[config.mk]
export PLATFORM = sky130hd
export DESIGN_NAME = sdram_arbiter
export DESIGN_NICKNAME = d
export VERILOG_FILES = /design/src/rtl/sdram_arb_pkg.sv /design/src/rtl/rr_arbiter.sv /design/src/rtl/sdram_arbiter.sv
export SDC_FILE = /design/constraint.sdc
export NUM_CORES = 1
export LEC_CHECK = 0
export CAP_MARGIN = 20
export CORE_AREA = 2 2 146 148
export CTS_BUF_LIST = sky130_fd_sc_hd__clkbuf_2 sky130_fd_sc_hd__clkbuf_4 sky130_fd_sc_hd__clkbuf_8
export DETAILED_ROUTE_END_ITERATION = 10
export DIE_AREA = 0 0 148 150
export MAX_ROUTING_LAYER = met4
export PLACE_DENSITY = 0.75
export SYNTH_ARGS = -nofsm -noshare
export SYNTH_HDL_FRONTEND = slang
export SYNTH_HIERARCHICAL = 1
export SYNTH_SLANG_ARGS = --single-unit
[constraint.sdc]
create_clock -name i_clk -period 3.5 [get_ports i_clk]
set_input_delay 0.525 -clock i_clk [delete_from_list [all_inputs] [get_ports i_clk]]
set_output_delay 0.525 -clock i_clk [all_outputs]
set_load 0.1 [all_outputs]
[src/rtl/sdram_arb_pkg.sv]
`default_nettype none
// ----------------------------------------------------------------------------
// sdram_arb_pkg: state encoding and default widths for the SDRAM arbiter.
// Rev 1.0
// ----------------------------------------------------------------------------
package sdram_arb_pkg;

  typedef enum logic [1:0] {
    IDLE    = 2'd0,
    ISSUE   = 2'd1,
    WAIT_RD = 2'd2,
    RESP    = 2'd3
  } arb_state_t;

  localparam int DEF_NUM_CH      = 4;
  localparam int DEF_ADDR_W      = 23;
  localparam int DEF_DATA_W      = 32;
  localparam int DEF_TIMEOUT_CYC = 1023;

  // Index width for an N-entry channel set; never narrower than one bit.
  function automatic int idx_w(input int n);
    return (n < 2) ? 1 : $clog2(n);
  endfunction

endpackage
`default_nettype wire

[src/rtl/rr_arbiter.sv]
`default_nettype none
// ----------------------------------------------------------------------------
// rr_arbiter: combinational rotate-priority pick, first requester after 'last'.
// Rev 1.0
// ----------------------------------------------------------------------------
module rr_arbiter
  import sdram_arb_pkg::*;
#(
  parameter int N  = 4,
  parameter int IW = idx_w(N)
) (
  input  logic [N-1:0]  req,
  input  logic [IW-1:0] last,
  output logic [IW-1:0] gnt_idx,
  output logic          any
);

  logic [2*N-1:0] dbl;
  logic [N-1:0]   rot;

  // rot[j] is the request of channel (last+1+j) mod N; lowest set j wins.
  always_comb begin
    dbl     = {req, req} >> (int'(last) + 1);
    rot     = dbl[N-1:0];
    gnt_idx = '0;
    any     = 1'b0;
    for (int j = N - 1; j >= 0; j--) begin
      if (rot[j]) begin
        gnt_idx = IW'((int'(last) + 1 + j) % N);
        any     = 1'b1;
      end
    end
  end

endmodule
`default_nettype wire

[src/rtl/sdram_arbiter.sv]
`default_nettype none
// ----------------------------------------------------------------------------
// sdram_arbiter: round-robin multi-client front end for the SDRAM Avalon-MM port.
// Optional SDRAM_ARB_TIMEOUT_EN adds a per-transaction timeout. Rev 1.0
// ----------------------------------------------------------------------------
module sdram_arbiter
  import sdram_arb_pkg::*;
#(
  parameter int NUM_CH      = DEF_NUM_CH,
  parameter int ADDR_W      = DEF_ADDR_W,
  parameter int DATA_W      = DEF_DATA_W,
  parameter int BE_W        = DATA_W / 8,
  parameter int TIMEOUT_CYC = DEF_TIMEOUT_CYC
) (
  input  logic                     i_clk,
  input  logic                     i_rst_n,
  input  logic [NUM_CH*ADDR_W-1:0] ch_addr,
  input  logic [NUM_CH-1:0]        ch_read,
  input  logic [NUM_CH-1:0]        ch_write,
  input  logic [NUM_CH*DATA_W-1:0] ch_writedata,
  input  logic [NUM_CH*BE_W-1:0]   ch_byteenable,
  output logic [DATA_W-1:0]        ch_readdata,
  output logic [NUM_CH-1:0]        ch_done,
  output logic [NUM_CH-1:0]        ch_err,
  output logic [ADDR_W-1:0]        sdram_address,
  output logic [BE_W-1:0]          sdram_byteenable_n,
  output logic                     sdram_chipselect,
  output logic [DATA_W-1:0]        sdram_writedata,
  output logic                     sdram_read_n,
  output logic                     sdram_write_n,
  input  logic [DATA_W-1:0]        sdram_readdata,
  input  logic                     sdram_readdatavalid,
  input  logic                     sdram_waitrequest
);

  localparam int IW = idx_w(NUM_CH);

  arb_state_t        state, next_state;
  logic [NUM_CH-1:0] req_vec;
  logic [IW-1:0]     last_grant;
  logic [IW-1:0]     grant;
  logic [IW-1:0]     pick;
  logic              pick_any;
  logic [NUM_CH-1:0] grant_onehot;

  logic              op_write;
  logic [ADDR_W-1:0] addr_q;
  logic [DATA_W-1:0] wdata_q;
  logic [BE_W-1:0]   be_q;

  logic [ADDR_W-1:0] sel_addr;
  logic [DATA_W-1:0] sel_wdata;
  logic [BE_W-1:0]   sel_be;
  logic              sel_write;

  logic              timeout_hit;
  logic              capture_rd;
  logic              in_issue;

  assign req_vec      = ch_read | ch_write;
  assign grant_onehot = NUM_CH'(1) << grant;

  rr_arbiter #(
    .N  (NUM_CH),
    .IW (IW)
  ) u_rr (
    .req     (req_vec),
    .last    (last_grant),
    .gnt_idx (pick),
    .any     (pick_any)
  );

  // Slice out the candidate's request; write wins when both strobes are set.
  always_comb begin
    sel_addr  = ch_addr[int'(pick)*ADDR_W +: ADDR_W];
    sel_wdata = ch_writedata[int'(pick)*DATA_W +: DATA_W];
    sel_be    = ch_byteenable[int'(pick)*BE_W +: BE_W];
    sel_write = ch_write[pick];
  end

  always_ff @(posedge i_clk or negedge i_rst_n) begin
    if (!i_rst_n) begin
      state <= IDLE;
    end else begin
      state <= next_state;
    end
  end

  always_comb begin
    next_state = state;
    case (state)
      IDLE: begin
        if (pick_any) begin
          next_state = ISSUE;
        end
      end
      ISSUE: begin
        if (timeout_hit) begin
          next_state = RESP;
        end else if (!sdram_waitrequest) begin
          next_state = op_write ? RESP : WAIT_RD;
        end
      end
      WAIT_RD: begin
        if (timeout_hit || sdram_readdatavalid) begin
          next_state = RESP;
        end
      end
      RESP: begin
        next_state = IDLE;
      end
      default: begin
        next_state = IDLE;
      end
    endcase
  end

  assign capture_rd = (state == WAIT_RD) && sdram_readdatavalid && !timeout_hit;

  always_ff @(posedge i_clk or negedge i_rst_n) begin
    if (!i_rst_n) begin
      last_grant  <= IW'(NUM_CH - 1);
      grant       <= '0;
      op_write    <= 1'b0;
      addr_q      <= '0;
      wdata_q     <= '0;
      be_q        <= '0;
      ch_readdata <= '0;
      ch_done     <= '0;
    end else begin
      if ((state == IDLE) && pick_any) begin
        grant      <= pick;
        last_grant <= pick;
        op_write   <= sel_write;
        addr_q     <= sel_addr;
        wdata_q    <= sel_wdata;
        be_q       <= sel_be;
      end
      if (capture_rd) begin
        ch_readdata <= sdram_readdata;
      end
      // RESP is only entered from ISSUE/WAIT_RD, so grant is stable here.
      ch_done <= (next_state == RESP) ? grant_onehot : '0;
    end
  end

`ifdef SDRAM_ARB_TIMEOUT_EN
  localparam int TW = $clog2(TIMEOUT_CYC + 1);

  logic [TW-1:0] to_cnt;

  assign timeout_hit = ((state == ISSUE) || (state == WAIT_RD)) &&
                       (to_cnt == TW'(TIMEOUT_CYC));

  // Held at zero in IDLE so it reads 0 in the first ISSUE cycle.
  always_ff @(posedge i_clk or negedge i_rst_n) begin
    if (!i_rst_n) begin
      to_cnt <= '0;
      ch_err <= '0;
    end else begin
      if (state == IDLE) begin
        to_cnt <= '0;
      end else if (((state == ISSUE) || (state == WAIT_RD)) && !timeout_hit) begin
        to_cnt <= to_cnt + 1'b1;
      end
      ch_err <= ((next_state == RESP) && timeout_hit) ? grant_onehot : '0;
    end
  end
`else
  logic [31:0] unused_timeout_cyc;

  assign unused_timeout_cyc = TIMEOUT_CYC;
  assign timeout_hit        = 1'b0;
  assign ch_err             = '0;
`endif

  assign in_issue           = (state == ISSUE);
  assign sdram_chipselect   = in_issue;
  assign sdram_read_n       = !(in_issue && !op_write);
  assign sdram_write_n      = !(in_issue && op_write);
  assign sdram_byteenable_n = in_issue ? ~be_q : '1;
  assign sdram_address      = addr_q;
  assign sdram_writedata    = wdata_q;

endmodule
`default_nettype wire

; Yosys cells after proc, flatten, opt, wreduce, memory -nomap -nowiden
; Cells that the tools add are included.
[classes]
addsub = 4
mul = 1
n_lt_le_gt_ge = 1
eq_ne = 4
shift = 5
mux = 17
n_bitwise = 2
reduce_logical = 8
[op_table]
columns = cell, n
row1 = $shiftx 128x8->32, 1
row2 = $shiftx 92x8->23, 1
row3 = $shiftx 16x5->4, 1
row4 = $mux 2, 7
row5 = $mux 4, 2
row6 = $pmux 2 s4, 1
row7 = $shr 8x3->4, 1
row8 = $mul 2x5->7 const B, 1
row9 = $eq 2x2->1 const B, 3
row10 = $mux 1, 6
row11 = $add 2x2->2 const B, 2
row12 = $logic_and 1x1->1, 4
row13 = $not 4->4, 1
row14 = $or 4x4->4, 1
row15 = $shl 1x2->4 const A, 1
row16 = $add 2x1->3 const B, 1
row17 = $logic_not 1->1, 3
row18 = $lt 2x3->1 const B, 1
row19 = $add 2x1->2 const B, 1
row20 = $bmux 1 s2, 1
row21 = $eq 2x1->1 const B, 1
row22 = $logic_not 2->1, 1
[word_totals]
reg_bits = 102
input_bits = 280
out_inout_bits = 102
elab_cells = 51

; Depth between registers and ports, before layout
[depth]
depth_word = 10
ltp_mapped = 8
mapped_depth_nobuf = 6

; Modules after synthesis
; Netlist, hierarchy kept.
[modules_own_cells]
columns = module, instances, cells_each, area_each_um2, seq_area_each_um2
row1 = sdram_arbiter, 1, 314, 5561.6, 2555.0
row2 = rr_arbiter, 1, 14, 86.3, 0.0

; Worst setup path before layout
; OpenSTA, ideal clock, no wires.
[synth_path]
path_kind = flip-flop to output port
startpoint = reg state[1]
endpoint = out sdram_read_n
arrival_time_ps = 2064
t_required_ps = 2975
slack_ps = 911
stages_incl_launch_ff = 4
n_path_buf = 0
cell_sequence = dfrtp_1 nand2b_1 inv_1 nand2b_1
[synth_between]
elab_chain_len = 3
[synth_lines]
columns = item, line_no
row1 = start: declaration, sdram_arbiter.sv:38  ; arb_state_t state, next_state;
row2 = start signal: assignment, sdram_arbiter.sv:85  ; state <= next_state;
row3 = $eq 2x1->1, sdram_arbiter.sv:177  ; assign in_issue = (state == ISSUE);
row4 = named net sdram_chipselect, sdram_arbiter.sv:27  ; output logic sdram_chipselect,
row5 = $logic_and 1x1->1, sdram_arbiter.sv:179  ; assign sdram_read_n = !(in_issue && !op_write);
row6 = $logic_not 1->1, sdram_arbiter.sv:179
row7 = end: declaration, sdram_arbiter.sv:29  ; output logic sdram_read_n,
; The timed path passes the listed nets, and every way through them passes these cells.

; Final worst setup path
[layout_path]
startpoint = in ch_write[2]
endpoint = reg wdata_q[15], in the netlist sdram_writedata[15]
[layout_between]
elab_chain_len = 7
[layout_lines]
columns = item, line_no
row1 = start: declaration, sdram_arbiter.sv:19  ; input logic [NUM_CH-1:0] ch_write,
row2 = $or 4x4->4 (*), sdram_arbiter.sv:60  ; assign req_vec = ch_read | ch_write;
row3 = named net req_vec[2], sdram_arbiter.sv:39  ; logic [NUM_CH-1:0] req_vec;
row4 = $shr 8x3->4 (*), rr_arbiter.sv:23  ; dbl = {req, req} >> (int'(last) + 1);
row5 = $mux 2 (3 in series), rr_arbiter.sv:28  ; if (rot[j]) begin
row6 = $mux 2 (*), rr_arbiter.sv:28
row7 = named net pick[0], sdram_arbiter.sv:42  ; logic [IW-1:0] pick;
row8 = $shiftx 128x8->32 (*), sdram_arbiter.sv:76  ; sel_wdata = ch_writedata[int'(pick)*DATA_W +: DATA_W];
row9 = end signal: assignment, sdram_arbiter.sv:136  ; wdata_q <= sel_wdata;
row10 = end: declaration, sdram_arbiter.sv:48  ; logic [DATA_W-1:0] wdata_q;
; Mark *: on every way through the listed nets, which the timed path passes. The rest lies on a longest branch.
; A chain may end at the register's enable or synchronous reset.

==> reports/results.txt <==
The run finished with clean final reports. The critical path endpoint category was a register. The floorplan step defined a core boundary enclosing 0.02069 mm2.

Among all flip-flop cells after synthesis, the most frequent one is sky130_fd_sc_hd__dfrtp_1. The share of final-layout standard cells stronger than drive strength 1 came out at 0.2817. Counting along the longest clock path gives a buffer depth of 2. After clock tree synthesis, the flow added hold-fix buffers numbering 0. In the routed design, unresolved DRC markers number 0. Cell with the most instances after synthesis: sky130_fd_sc_hd__dfrtp_1. The sequential cell area fraction in the yosys report was 0.4524; the average cell area after synthesis was 17.22 um2.

The tools report the number of different library cells in the post-synthesis netlist as 27. The worst setup path is launched from an input pin. Summed over all layers, the global routing overflow is 0. The final worst-path cycle share was 0.7619.

The finished cells cover 0.009892 mm2. The pre-antenna-repair detailed-routing pass consisted of 4 iterations. Setup violations remaining at the end of the flow were counted as 0. The share of the synthesized area in the top cell type is 0.4431, and the share of synthesized flip-flops with an asynchronous set or reset is 1.000. The capture point of the worst reg-to-reg path was sdram_writedata[15]. Worst hold-check path type: in2async. At the worst endpoint, the arrival time is 2.93 ns.

The number of global-route vias before repair came out at 4813. CTS built an H-tree with a depth of 3. The tool flagged a number of max-cap violations equal to 0. Setup repair after global routing left no endpoint under its margin. Routability-driven placement finished with a final weighted congestion of 0.8173. The floorplan step set the die height to 150 um. After the flow finishes, the layout carries non-filler instances totaling 978. Clock-pin slew was measured on the worst setup and hold paths at 0.11 ns. After detailed placement, the design holds a cell count of 962.

The number of placement rows is 53. In this run, synthesis inferred 0 flip-flops with an integrated enable. For the fill cell instance count of the final layout, the log shows 1834. The worst-path maximum fanout is 34, and the required time of the critical path is 3.76 ns.

The clock sink count is 102. TritonCTS built the clock tree. The total placed instance area was 0.009703 mm2. sky130_fd_sc_hd__dfrtp_1 takes more of the synthesized area than any other cell.

The first global-routing pass estimated 27.54 mm of wire. The antenna diode count came out at 0. The largest net degree at the start of global routing is 55, and the via density per instance is 4.513. In this run, post-CTS repair resized a total of 0 instances.

The synthesis-stage register bit count was 102. The classification of the worst setup path is in2reg. The tools report the post-synthesis instance area as 0.005648 mm2. At the pin with the least slew margin, the transition time is 1.053 ns. The highest clock frequency the design can meet is 375.0 MHz, and the area growth from synthesis to layout is 75.14%.

The number of nets at the end of the flow is 978. In this run the register-to-register setup slack is 1.19 ns. The count of final max-slew check failures was 0; the initial cell density of the core was 0.2730.

Buffers inserted during clock tree synthesis total 9. The count of nets left with antenna violations once routing finished came out at 0. The number of DRC markers after the initial detailed-route iteration came out at 114. Counting instances in the post-synthesis netlist gives the leading cell types as sky130_fd_sc_hd__dfrtp_1, sky130_fd_sc_hd__mux4_2, sky130_fd_sc_hd__mux2_4.

For the setup TNS after final layout, the log shows 0 ns. For this run, the number of Yosys warnings is 6. Summed over all layers, the routed wires come to 18.43 mm. At the later pin of the worst-skew pair, clock insertion delay measures 0.38 ns.

In this run the worst setup path begins at ch_write[2]. The startpoint of the worst-slack reg-to-reg timing path was last_grant[1]. The initial antenna violation count came out at 0. The width of the die came out at 148 um.

Sorting the synthesized cells by area gives the leading types as sky130_fd_sc_hd__dfrtp_1, sky130_fd_sc_hd__mux4_2, sky130_fd_sc_hd__mux2_4. Total via count in the routed design: 4414. The synthesized instance count is 328, and the number of buffers inserted by port buffering is 377. The headroom to the max-slew limit was 0.2959.

The cell count of the worst reg-to-reg path was 6. The tools report the clock tree root buffer cell as sky130_fd_sc_hd__clkbuf_8. Dividing the detail-routed wire length by the instance count gives 18.84 um. The overall routing resource usage was 0.1680; the number of buffers inserted by post-CTS setup repair was 0.

The logs give 0.01616 ns for the clock skew and 0.02220 mm2 for the full die area. The HPWL after detailed placement is 15.07 mm. The logs give 0 for the number of hold-slack violations in the final timing report and 382 for the count of boundary I/O pins.

Following the worst setup path forward leads to its endpoint at sdram_writedata[15]. The worst path needs 2.667 ns of the cycle, external delays included.
==> cells by family (layout without fill, tap and decap cells) <==
logic type | Yosys count | after routing | synth area share
buffers and inverters | 33 | 405 | 0.03678
AND/OR/NAND/NOR | 24 | 24 | 0.02526
multiplexers | 157 | 157 | 0.4710
AO/OA/AOI/OAI | 11 | 11 | 0.01396
other | 1 | 4 | 0.0006640
flip-flops | 102 | 102 | 0.4524
==> per-stage QoR <==
step / hold slack (ns) / worst slack, ns / util
2_1_floorplan: 0.2294 / 0.9107 / -
3_3_place_gp: 0.4643 / 0.4397 / 0.4690
3_5_place_dp: 0.4779 / 0.4246 / 0.4690
4_1_cts: 0.1506 / 0.8591 / 0.4781
5_1_grt: 0.1595 / 0.7463 / 0.4781
6_report: 0.1497 / 0.8333 / 0.4781
==> how the worst min path moves through the flow <==
stage	startpoint	end	slack, ns	cells past startpoint
floorplan	i_rst_n	be_q[0]	0.23	0
global placement	grant[0]	ch_done[2]	0.46	1
detailed placement	grant[0]	ch_done[2]	0.48	1
CTS	i_rst_n	ch_readdata[0]	0.15	1
global route	i_rst_n	ch_readdata[0]	0.16	1
finish	i_rst_n	ch_readdata[0]	0.15	1
==> state kept, by name (all words and copies together), names as in the netlist <==
name and cells:
last_grant 2, ch_done 4, op_write 1, state 2, grant 2, sdram_writedata 32, sdram_address 23, ch_readdata 32
be_q 4
==> per-layer routing <==
| layer | vias up | share of wire | GRT usage |
|---|---|---|---|
| li1 | 2005 | - | - |
| met3 | 21 | 0.062 | 0.03598 |
| met4 | 0 | 0.021 | 0.05286 |
| met1 | 2181 | 0.39 | 0.1950 |
| met2 | 207 | 0.53 | 0.2921 |
| met5 | - | 0 | - |
==> cell type report <==
type / instances / area [um2] / share of cell area
flip-flops and latches: 102 / 2555 / 0.2583
repair buffers: 385 / 3864 / 0.3906
well taps: 275 / 344.1 / 0.03478
multi-input cells: 196 / 2925 / 0.2957
inverters: 4 / 15.01 / 0.001518
clock buffers: 9 / 123.9 / 0.01252
clock inverters: 7 / 65.06 / 0.006577
==> layout by cell type (no fill, tap or decap), drive strengths merged, types with 4 or more instances in the layout <==
cell / count
nand2b: 6
nand2: 6
mux2: 96
conb: 4
clkbuf: 9
or2: 4
a211oi: 4
inv: 7
clkdlybuf4s50: 369
buf: 16
dfrtp: 100
mux4: 60
==> critical path, stage by stage <==
cell and delay, ns:
sky130_fd_sc_hd__clkdlybuf4s50_1 0.45, sky130_fd_sc_hd__or2_2 0.31, sky130_fd_sc_hd__nor2b_1 0.15, sky130_fd_sc_hd__a21oi_1 0.09
sky130_fd_sc_hd__o221ai_4 0.25, sky130_fd_sc_hd__buf_12 0.29, sky130_fd_sc_hd__mux4_2 0.54, sky130_fd_sc_hd__mux2_4 0.27
Power is left out: the tool's default activity adds up to more than one toggle a clock period on the data nets, which glitch-free logic cannot reach.
